==> config.mk <==
export PLATFORM = sky130hd
export DESIGN_NAME = lcd_bus_rx_flat
export DESIGN_NICKNAME = d
export VERILOG_FILES = /design/src/rtl/lcd_bus_rx_pkg.sv /design/src/rtl/lcd_bus_rx_if.sv /design/src/rtl/lcd_bus_rx_addr_step.sv /design/src/rtl/lcd_bus_rx.sv /design/src/flat_wrapper.sv
export SDC_FILE = /design/constraint.sdc
export NUM_CORES = 1
export LEC_CHECK = 0
export BUFFER_PORTS_ARGS = -buffer_cell sky130_fd_sc_hd__buf_2
export CAP_MARGIN = 20
export CORE_MARGIN = 1.5
export CORE_UTILIZATION = 52
export CTS_CLUSTER_DIAMETER = 80
export DETAILED_ROUTE_END_ITERATION = 10
export GPL_TIMING_DRIVEN = 1
export HOLD_SLACK_MARGIN = 0.15
export PLACE_DENSITY = 0.7
export REMOVE_ABC_BUFFERS = 1
export SLEW_MARGIN = 20
export SYNTH_ARGS = -nofsm -noshare
export SYNTH_HDL_FRONTEND = slang
export SYNTH_SLANG_ARGS = --single-unit
export TNS_END_PERCENT = 100
==> constraint.sdc <==
create_clock -name clk -period 5.7 [get_ports clk]
set_clock_uncertainty 0.2 [all_clocks]
set_input_delay 0.285 -clock clk [delete_from_list [all_inputs] [get_ports clk]]
set_output_delay 0.285 -clock clk [all_outputs]
set_load 0.01 [all_outputs]
==> src/rtl/lcd_bus_rx_pkg.sv <==
// lcd_bus_rx_pkg -- shared definitions for the LCD bus receiver.
//   * FSM state encoding
//   * instruction opcode mask/match pairs (matched MSB first)
//   * ASCII_BLANK fill value and the DDRAM address window limits
//   * op_match / addr_clamp helper functions
package lcd_bus_rx_pkg;

  typedef enum logic [1:0] {
    ST_IDLE  = 2'd0,
    ST_EXEC  = 2'd1,
    ST_CLEAR = 2'd2
  } lcd_state_e;

  localparam logic [7:0] ASCII_BLANK = 8'h20;

  // Two visible line windows: 0x00..0x27 and 0x40..0x67.
  localparam logic [6:0] ADDR_L1_BEG = 7'h00;
  localparam logic [6:0] ADDR_L1_END = 7'h27;
  localparam logic [6:0] ADDR_L2_BEG = 7'h40;
  localparam logic [6:0] ADDR_L2_END = 7'h67;

  localparam logic [7:0] OP_DDRAM_MSK = 8'h80, OP_DDRAM_VAL = 8'h80;
  localparam logic [7:0] OP_CGRAM_MSK = 8'hC0, OP_CGRAM_VAL = 8'h40;
  localparam logic [7:0] OP_FUNC_MSK  = 8'hE0, OP_FUNC_VAL  = 8'h20;
  localparam logic [7:0] OP_SHIFT_MSK = 8'hF0, OP_SHIFT_VAL = 8'h10;
  localparam logic [7:0] OP_DISP_MSK  = 8'hF8, OP_DISP_VAL  = 8'h08;
  localparam logic [7:0] OP_ENTRY_MSK = 8'hFC, OP_ENTRY_VAL = 8'h04;
  localparam logic [7:0] OP_HOME_MSK  = 8'hFE, OP_HOME_VAL  = 8'h02;
  localparam logic [7:0] OP_CLEAR_MSK = 8'hFF, OP_CLEAR_VAL = 8'h01;

  function automatic logic op_match(input logic [7:0] d,
                                    input logic [7:0] msk,
                                    input logic [7:0] val);
    return (d & msk) == val;
  endfunction

  // Addresses outside both line windows collapse to the home position.
  function automatic logic [6:0] addr_clamp(input logic [6:0] a);
    if ((a <= ADDR_L1_END) || ((a >= ADDR_L2_BEG) && (a <= ADDR_L2_END)))
      return a;
    return ADDR_L1_BEG;
  endfunction

endpackage

==> src/rtl/lcd_bus_rx_if.sv <==
// lcd_bus_rx_if -- parallel LCD bus between an initiator (master) and the
// receiver (slave).
//   lcd_e   : enable strobe, transfer sampled on its falling edge
//   lcd_rs  : 0 = instruction/status, 1 = data
//   lcd_rw  : 1 = read
//   db_in   : write data from the initiator
//   db_out  : read data from the receiver, valid while db_oe = 1
interface lcd_bus_rx_if;
  logic       lcd_e;
  logic       lcd_rs;
  logic       lcd_rw;
  logic [7:0] db_in;
  logic [7:0] db_out;
  logic       db_oe;

  modport master (output lcd_e, lcd_rs, lcd_rw, db_in, input db_out, db_oe);
  modport slave  (input lcd_e, lcd_rs, lcd_rw, db_in, output db_out, db_oe);
endinterface

==> src/rtl/lcd_bus_rx_addr_step.sv <==
// lcd_addr_step -- combinational next-address for a +1/-1 cursor step.
// Stepping wraps between the two line windows:
//   +1 : 0x27 -> 0x40, 0x67 -> 0x00
//   -1 : 0x00 -> 0x67, 0x40 -> 0x27
// Ports: i_addr (current address), i_inc (1 = +1, 0 = -1), o_addr (result).
module lcd_addr_step
  import lcd_bus_rx_pkg::*;
(
  input  logic [6:0] i_addr,
  input  logic       i_inc,
  output logic [6:0] o_addr
);

  always_comb begin
    o_addr = i_addr;
    if (i_inc) begin
      if (i_addr == ADDR_L1_END)      o_addr = ADDR_L2_BEG;
      else if (i_addr == ADDR_L2_END) o_addr = ADDR_L1_BEG;
      else                            o_addr = i_addr + 7'd1;
    end else begin
      if (i_addr == ADDR_L1_BEG)      o_addr = ADDR_L2_END;
      else if (i_addr == ADDR_L2_BEG) o_addr = ADDR_L1_END;
      else                            o_addr = i_addr - 7'd1;
    end
  end

endmodule

==> src/rtl/lcd_bus_rx.sv <==
// lcd_bus_rx -- receiver side of an HD44780-style LCD parallel bus.
// Synchronises the asynchronous bus, decodes instruction/data writes into a
// 128x8 DDRAM plus controller status, and models the controller busy time.
//
// Ports:
//   clk, rst_n         : clock, asynchronous active-low reset
//   bus (slave)        : lcd_e/lcd_rs/lcd_rw/db_in in, db_out/db_oe out
//   busy               : write in progress, further writes are rejected
//   disp_on, cursor_on, blink_on, entry_inc, func_8bit, two_line : status
//   cmd_err            : sticky, a write arrived while busy
//   addr               : current DDRAM address
//   dbg_raddr/dbg_rdata: combinational DDRAM peek port
//
// Build option: define LCD_BUS_RX_READ_EN to enable bus reads (status and
// data). Without it db_oe/db_out are tied low and read transfers are ignored.
module lcd_bus_rx
  import lcd_bus_rx_pkg::*;
#(
  parameter int BUSY_CYCLES  = 37,
  parameter int CLEAR_CYCLES = 152
) (
  input  logic         clk,
  input  logic         rst_n,
  lcd_bus_rx_if.slave  bus,
  output logic         busy,
  output logic         disp_on,
  output logic         cursor_on,
  output logic         blink_on,
  output logic         entry_inc,
  output logic         func_8bit,
  output logic         two_line,
  output logic         cmd_err,
  output logic [6:0]   addr,
  input  logic [6:0]   dbg_raddr,
  output logic [7:0]   dbg_rdata
);

  // The clear sweep needs 128 cycles even if CLEAR_CYCLES is shorter.
  localparam int CLR_TOTAL = (CLEAR_CYCLES > 128) ? CLEAR_CYCLES : 128;
  localparam int CNT_MAX   = (CLR_TOTAL > BUSY_CYCLES) ? CLR_TOTAL : BUSY_CYCLES;
  localparam int CNT_W     = $clog2(CNT_MAX);
  localparam logic [CNT_W-1:0] BUSY_LOAD  = CNT_W'(BUSY_CYCLES - 1);
  localparam logic [CNT_W-1:0] CLEAR_LOAD = CNT_W'(CLR_TOTAL - 1);

  lcd_state_e       r_state;
  logic [CNT_W-1:0] r_cnt;
  logic [7:0]       r_clr_idx;
  logic             r_busy;
  logic [6:0]       r_addr;
  logic             r_disp_on, r_cursor_on, r_blink_on;
  logic             r_entry_inc, r_func_8bit, r_two_line, r_cmd_err;

  logic       r_e_p0, r_e_p1, r_e_p2;
  logic       r_rs_p0, r_rs_p1;
  logic       r_rw_p0, r_rw_p1;
  logic [7:0] r_db_p0, r_db_p1;

  logic [7:0] r_mem [0:127];

  logic       w_fall, w_wr, w_instr, w_dwr, w_rd_adv;
  logic       w_step_inc;
  logic [6:0] w_addr_next;
  logic       w_mem_we;
  logic [6:0] w_mem_wa;
  logic [7:0] w_mem_wd;

  // Stage boundary: bus inputs -> 2-flop synchronisers (_p0, _p1); _p2 keeps
  // the previous enable level for edge detection.
  always_ff @(posedge clk or negedge rst_n) begin
    if (!rst_n) begin
      r_e_p0  <= 1'b0;
      r_e_p1  <= 1'b0;
      r_e_p2  <= 1'b0;
      r_rs_p0 <= 1'b0;
      r_rs_p1 <= 1'b0;
      r_rw_p0 <= 1'b0;
      r_rw_p1 <= 1'b0;
      r_db_p0 <= 8'h00;
      r_db_p1 <= 8'h00;
    end else begin
      r_e_p0  <= bus.lcd_e;
      r_e_p1  <= r_e_p0;
      r_e_p2  <= r_e_p1;
      r_rs_p0 <= bus.lcd_rs;
      r_rs_p1 <= r_rs_p0;
      r_rw_p0 <= bus.lcd_rw;
      r_rw_p1 <= r_rw_p0;
      r_db_p0 <= bus.db_in;
      r_db_p1 <= r_db_p0;
    end
  end

  assign w_fall  = r_e_p2 & ~r_e_p1;
  assign w_wr    = w_fall & ~r_rw_p1;
  assign w_instr = w_wr & (r_state == ST_IDLE) & ~r_rs_p1;
  assign w_dwr   = w_wr & (r_state == ST_IDLE) &  r_rs_p1;

  // Cursor-shift instructions choose their own direction; data accesses
  // follow the entry mode.
  assign w_step_inc = w_instr ? r_db_p1[2] : r_entry_inc;

  lcd_addr_step u_addr_step (
    .i_addr (r_addr),
    .i_inc  (w_step_inc),
    .o_addr (w_addr_next)
  );

`ifdef LCD_BUS_RX_READ_EN
  logic       w_rise;
  logic       r_db_oe;
  logic [7:0] r_db_out;

  assign w_rise   = r_e_p1 & ~r_e_p2;
  assign w_rd_adv = w_fall & r_rw_p1 & r_rs_p1 & (r_state == ST_IDLE);

  // Stage boundary: read data is captured on the enable rising edge and
  // driven until the falling edge.
  always_ff @(posedge clk or negedge rst_n) begin
    if (!rst_n) begin
      r_db_oe  <= 1'b0;
      r_db_out <= 8'h00;
    end else if (w_rise && r_rw_p1) begin
      r_db_oe  <= 1'b1;
      r_db_out <= r_rs_p1 ? r_mem[r_addr] : {r_busy, r_addr};
    end else if (w_fall) begin
      r_db_oe  <= 1'b0;
    end
  end

  assign bus.db_oe  = r_db_oe;
  assign bus.db_out = r_db_out;
`else
  assign w_rd_adv   = 1'b0;
  assign bus.db_oe  = 1'b0;
  assign bus.db_out = 8'h00;
`endif

  // Stage boundary: controller FSM, status registers and busy counter.
  always_ff @(posedge clk or negedge rst_n) begin
    if (!rst_n) begin
      r_state     <= ST_IDLE;
      r_cnt       <= '0;
      r_clr_idx   <= 8'h00;
      r_busy      <= 1'b0;
      r_addr      <= 7'h00;
      r_disp_on   <= 1'b0;
      r_cursor_on <= 1'b0;
      r_blink_on  <= 1'b0;
      r_entry_inc <= 1'b1;
      r_func_8bit <= 1'b1;
      r_two_line  <= 1'b0;
      r_cmd_err   <= 1'b0;
    end else begin
      case (r_state)
        ST_IDLE: begin
          if (w_instr) begin
            r_state <= ST_EXEC;
            r_busy  <= 1'b1;
            r_cnt   <= BUSY_LOAD;
            if (op_match(r_db_p1, OP_DDRAM_MSK, OP_DDRAM_VAL)) begin
              r_addr <= addr_clamp(r_db_p1[6:0]);
            end else if (op_match(r_db_p1, OP_CGRAM_MSK, OP_CGRAM_VAL)) begin
              r_addr <= r_addr;
            end else if (op_match(r_db_p1, OP_FUNC_MSK, OP_FUNC_VAL)) begin
              r_func_8bit <= r_db_p1[4];
              r_two_line  <= r_db_p1[3];
            end else if (op_match(r_db_p1, OP_SHIFT_MSK, OP_SHIFT_VAL)) begin
              // S=1 (display shift) has no effect on the stored address.
              if (!r_db_p1[3]) r_addr <= w_addr_next;
            end else if (op_match(r_db_p1, OP_DISP_MSK, OP_DISP_VAL)) begin
              r_disp_on   <= r_db_p1[2];
              r_cursor_on <= r_db_p1[1];
              r_blink_on  <= r_db_p1[0];
            end else if (op_match(r_db_p1, OP_ENTRY_MSK, OP_ENTRY_VAL)) begin
              r_entry_inc <= r_db_p1[1];
            end else if (op_match(r_db_p1, OP_HOME_MSK, OP_HOME_VAL)) begin
              r_addr <= ADDR_L1_BEG;
            end else if (op_match(r_db_p1, OP_CLEAR_MSK, OP_CLEAR_VAL)) begin
              r_state     <= ST_CLEAR;
              r_cnt       <= CLEAR_LOAD;
              r_clr_idx   <= 8'h00;
              r_addr      <= ADDR_L1_BEG;
              r_entry_inc <= 1'b1;
            end
          end else if (w_dwr) begin
            r_state <= ST_EXEC;
            r_busy  <= 1'b1;
            r_cnt   <= BUSY_LOAD;
            r_addr  <= w_addr_next;
          end else if (w_rd_adv) begin
            r_addr <= w_addr_next;
          end
        end
        ST_EXEC, ST_CLEAR: begin
          if (w_wr) r_cmd_err <= 1'b1;
          // Bit 7 of the sweep index marks all 128 entries done.
          if ((r_state == ST_CLEAR) && !r_clr_idx[7]) r_clr_idx <= r_clr_idx + 8'd1;
          if (r_cnt == '0) begin
            r_state <= ST_IDLE;
            r_busy  <= 1'b0;
          end else begin
            r_cnt <= r_cnt - 1'b1;
          end
        end
        default: begin
          r_state <= ST_IDLE;
          r_busy  <= 1'b0;
        end
      endcase
    end
  end

  // DDRAM has no reset: an aborted clear leaves unswept entries intact
  // because the FSM drops out of ST_CLEAR asynchronously.
  assign w_mem_we = ((r_state == ST_CLEAR) && !r_clr_idx[7]) || w_dwr;
  assign w_mem_wa = (r_state == ST_CLEAR) ? r_clr_idx[6:0] : r_addr;
  assign w_mem_wd = (r_state == ST_CLEAR) ? ASCII_BLANK : r_db_p1;

  always_ff @(posedge clk) begin
    if (w_mem_we) r_mem[w_mem_wa] <= w_mem_wd;
  end

  assign dbg_rdata = r_mem[dbg_raddr];

  assign busy      = r_busy;
  assign addr      = r_addr;
  assign disp_on   = r_disp_on;
  assign cursor_on = r_cursor_on;
  assign blink_on  = r_blink_on;
  assign entry_inc = r_entry_inc;
  assign func_8bit = r_func_8bit;
  assign two_line  = r_two_line;
  assign cmd_err   = r_cmd_err;

endmodule

==> src/flat_wrapper.sv <==
// flat-port wrapper written by rule: the top's interface ports become plain ports
module lcd_bus_rx_flat import lcd_bus_rx_pkg::*;
#(
  parameter int BUSY_CYCLES  = 37,
  parameter int CLEAR_CYCLES = 152
)
  (clk, rst_n, busy, disp_on, cursor_on, blink_on, entry_inc, func_8bit, two_line, cmd_err, addr, dbg_raddr, dbg_rdata, bus_lcd_e, bus_lcd_rs, bus_lcd_rw, bus_db_in, bus_db_out, bus_db_oe);
  lcd_bus_rx_if bus_i ();
  input  logic clk;
  input  logic rst_n;
  output logic busy;
  output logic disp_on;
  output logic cursor_on;
  output logic blink_on;
  output logic entry_inc;
  output logic func_8bit;
  output logic two_line;
  output logic cmd_err;
  output logic [6:0] addr;
  input  logic [6:0] dbg_raddr;
  output logic [7:0] dbg_rdata;
  input wire logic [$bits(bus_i.lcd_e)-1:0] bus_lcd_e;
  input wire logic [$bits(bus_i.lcd_rs)-1:0] bus_lcd_rs;
  input wire logic [$bits(bus_i.lcd_rw)-1:0] bus_lcd_rw;
  input wire logic [$bits(bus_i.db_in)-1:0] bus_db_in;
  output wire logic [$bits(bus_i.db_out)-1:0] bus_db_out;
  output wire logic [$bits(bus_i.db_oe)-1:0] bus_db_oe;
  assign bus_i.lcd_e = bus_lcd_e;
  assign bus_i.lcd_rs = bus_lcd_rs;
  assign bus_i.lcd_rw = bus_lcd_rw;
  assign bus_i.db_in = bus_db_in;
  assign bus_db_out = bus_i.db_out;
  assign bus_db_oe = bus_i.db_oe;
  lcd_bus_rx #(.BUSY_CYCLES(BUSY_CYCLES), .CLEAR_CYCLES(CLEAR_CYCLES)) u_core (.clk(clk), .rst_n(rst_n), .bus(bus_i), .busy(busy), .disp_on(disp_on), .cursor_on(cursor_on), .blink_on(blink_on), .entry_inc(entry_inc), .func_8bit(func_8bit), .two_line(two_line), .cmd_err(cmd_err), .addr(addr), .dbg_raddr(dbg_raddr), .dbg_rdata(dbg_rdata));
endmodule
==> results.py <==
metrics = {
    "worst_setup_path": {
        "cpPeakStageDelay_ns": 0.83,
        "worstPathRequired_ns": 5.79,
        "critical_path_arrival_ns": 4.19,
        "crit_path_end_kind": "flip-flop",
        "worst-r2r-setup-slack_ns": 1.60,
        "critical_path_buf_inv_count": 2,
        "rr_worst_depth": 7,
        "timing.critical_path.fanout_max": 9,
        "cpLargestDelayFamily": "simple AND/OR/NAND/NOR gates",
        "cp_cell_sequence": "inv_1, ha_1, nand4bb_1, o21ai_1, nand3_1, buf_4, nor2_1",
        "startpoint": "u_core.r_state[0]",
        "critical_path.endpoint": "u_core.r_mem[18][1]",
        "r2r-start": "u_core.r_state[0]",
        "startpoint_type": "flip-flop",
        "cpMaxStageDelayCell": "o21ai_1",
        "rr_endpoint": "u_core.r_mem[18][1]",
        "cp_num_cells": 7,
        "critical_setup_path_class": "reg -> reg",
    },
    "die": {
        "dieArea_um2": 83340,
        "num_rows": 104,
        "die_w_um": 288.7,
        "initial_util": 0.5261,
        "io-pin-count": 52,
        "fp.coreArea_um2": 80680,
        "die_h_um": 288.7,
    },
    "clocking": {
        "ctsLongestPathBuffers": 3,
        "htree_levels": 3,
        "clkLatencyLatePin_ns": 0.68,
        "clk_root_buffer_cell": "clkbuf_16",
        "numCtsBuffers": 104,
        "post_cts.resized_instances": 0,
        "cts_tree": "done",
        "clock_sink_count": 1080,
        "clkTransAtPathRegs_ns": 0.06,
    },
    "routing": {
        "postRouteWirelength_um": 94970,
        "ant_nets": 0,
        "drt_first_iter_violations": 2417,
        "detail_route.wl_per_cell_um": 29.64,
        "drt_drc_violations_left": 0,
        "routed-via-count": 20380,
        "routed_via_density": 6.361,
        "drt_pre_antenna_iters": 6,
    },
    "final_layout": {
        "syn2layout_area_growth_pct": 12.58,
        "final_common_cell": "edfxtp_1",
        "multi_input_area_um2": 9793,
        "drive_above_1_share": 0.2874,
        "final_net_count": 2082,
        "post_layout_nonfiller_instances": 3204,
        "area.sequential_um2": 32150,
        "fillerInstances": 5558,
        "final_cell_mix": "1024 x edfxtp_1, 336 x mux4_2, 151 x nor2_1",
    },
    "global_route": {
        "antenna_found_initial": 3,
        "global_route_total_usage_across_every_layer": 0.2348,
        "grt_first_pass_wirelength_um": 141200,
        "grt_overflow": 0,
        "first_global_vias": 20840,
        "grt_max_degree": 104,
    },
    "pwr": {
        "leakagePower_nw": 15.03,
        "pwr_density_nw_per_um2": 357.4,
        "largest_voltage_drop_on_the_vdd_net_mv": 0.3234,
    },
    "sta": {
        "final-setup-viol-count": 0,
        "finalHoldViolations": 0,
        "max-slew-margin-rel": 0.2624,
        "finalCritPeriodShare": 0.7189,
        "fin_setup_tns_ns": 0,
        "timing.fmax_mhz": 244.0,
        "period_needed_ns": 4.098,
        "max_slew.worst_pin.slew_ns": 1.102,
        "final-max-slew-violation-count": 0,
        "unrepaired_setup_endpoints_after_global_routing": "no",
    },
    "placed_design": {
        "io_buffer_count": 42,
        "place_hpwl_um": 56470,
        "dp_cells": 2982,
        "globalplace.congestion": 0.8295,
    },
    "logic_synthesis": {
        "synth_enable_flop_cells": 1024,
        "synth.top_cells.by_area": "edfxtp_1 72%, mux4_2 18%, dfrtp_1 3.2%",
        "yosysSeqAreaShare": 0.7576,
        "synth_async_sr_flop_share": 0.05185,
        "syn-mean-instance-area_um2": 21.95,
        "post-synth-top-area-fraction": 0.7245,
        "ys_dominant_reg_cell": "edfxtp_1",
        "ys.warnings.count": 0,
        "synth.distinct_cells": 58,
        "synth_seq_cells": 1080,
        "postSynthCellCount": 1934,
        "netlist.top_cell.by_area": "edfxtp_1",
        "combined_area_of_all_synthesized_cells_um2": 42440,
    },
    "hold_path": {
        "min_path_type": "reg -> reg",
        "timing.hold.worst.start": "u_core.r_db_p0[0]",
    },
    "status": {
        "outcome": "finished clean",
    },
    "run": {
        "cap_viol_max_count": 0,
    },
}
[cells in the mapped netlist (3+ instances only)]
| cell type | count |
|---|---|
| mux2i_1 | 3 |
| nor2_1 | 152 |
| mux4_2 | 336 |
| o31ai_1 | 3 |
| a31oi_1 | 6 |
| a21oi_1 | 14 |
| o21a_1 | 3 |
| or4_1 | 3 |
| nor4_1 | 3 |
| dfrtp_1 | 54 |
| edfxtp_1 | 1024 |
| a221oi_1 | 3 |
| o21ai_1 | 3 |
| nand3_1 | 23 |
| and3_1 | 8 |
| buf_1 | 16 |
| nand2b_1 | 5 |
| buf_2 | 15 |
| inv_1 | 19 |
| o22ai_1 | 3 |
| mux2_2 | 14 |
| buf_4 | 20 |
| o21ai_0 | 13 |
| nor3_1 | 13 |
| nor2b_1 | 8 |
| ha_1 | 7 |
| xnor2_1 | 3 |
| nand2_1 | 41 |
| a22oi_1 | 7 |
| a32o_1 | 3 |
| o2111ai_1 | 8 |
| clkbuf_1 | 59 |
[registers in the layout (all words and copies together) (netlist names)]
register / count
u_core.addr: 7
u_core.blink_on: 1
u_core.busy: 1
u_core.cmd_err: 1
u_core.cursor_on: 1
u_core.disp_on: 1
u_core.entry_inc: 1
u_core.func_8bit: 1
u_core.r_clr_idx: 8
u_core.r_cnt: 8
u_core.r_db_p0: 8
u_core.r_db_p1: 8
u_core.r_e_p0: 1
u_core.r_e_p1: 1
u_core.r_e_p2: 1
u_core.r_mem: 1024
u_core.r_rs_p0: 1
u_core.r_rs_p1: 1
u_core.r_rw_p0: 1
u_core.r_rw_p1: 1
u_core.r_state: 2
u_core.two_line: 1
[what timing repair did]
action                                  CTS  global route
buffers inserted                          0             0
hold buffers                             25             0
hold endpoints to repair                 68             0
endpoints found under the setup margin    0             0
[power by group]
part           internal, mW  switching, mW
sequential             8.76          0.105
clock                  3.99           2.95
combinational         0.495          0.784
total                  13.2           3.83
[routing by layer]
metal	track usage	part of all wire	vias to the layer above
met5	0	0	-
li1	-	-	8373
met3	0.04558	0.080	185
met4	0.06563	0.029	0
met1	0.3286	0.39	10810
met2	0.3825	0.50	1017
[kinds of logic (layout without fill, tap and decap cells)]
group	after synthesis	count (layout)	synth area share
xor gates and xnor gates	5	5	0.001032
other	1	10	0.00008835
AOI/OAI and AO/OA	87	87	0.01442
muxes	353	353	0.1827
adders and majority gates	7	7	0.002063
DFF	1080	1080	0.7576
and+or+nand+nor	271	271	0.02824
buffers and inverters	130	331	0.01388
[cell type report]
class / instances / share of cell area
inverters: 19 / 0.001493
well taps: 1060 / 0.02776
clock buffers: 120 / 0.05698
flip-flops and latches: 1080 / 0.6729
clock inverters: 74 / 0.01566
multi-input cells: 732 / 0.2049
repair buffers: 118 / 0.02021
diodes: 1 / 0.00005237
[worst min path at each step]
stage	end	depth (start not counted)
after global placement	u_core.r_db_p1[3]	0
after global routing	u_core.r_db_p1[0]	0
after detailed placement	u_core.r_db_p1[2]	0
after CTS	u_core.r_db_p1[7]	0
final	u_core.r_db_p1[0]	0
after floorplan	u_core.addr[0]	0
[metrics by stage]
| stage | total power, mW | util | instance area [um2] | hold slack, ns | setup WS [ns] |
|---|---|---|---|---|---|
| floorplan | 9.724 | - | 41960 | -0.2106 | 0.5517 |
| global placement | 10.24 | 0.5458 | 44030 | 0.1340 | 1.643 |
| detailed placement | 10.29 | 0.5458 | 44030 | 0.1364 | 1.622 |
| CTS | 17.16 | 0.5919 | 47750 | 0.1514 | 1.611 |
| global route | 17.56 | 0.5922 | 47780 | 0.1570 | 1.394 |
| finish | 17.08 | 0.5923 | 47780 | 0.1513 | 1.602 |
Note: power is estimated with default switching activity, not from simulation.
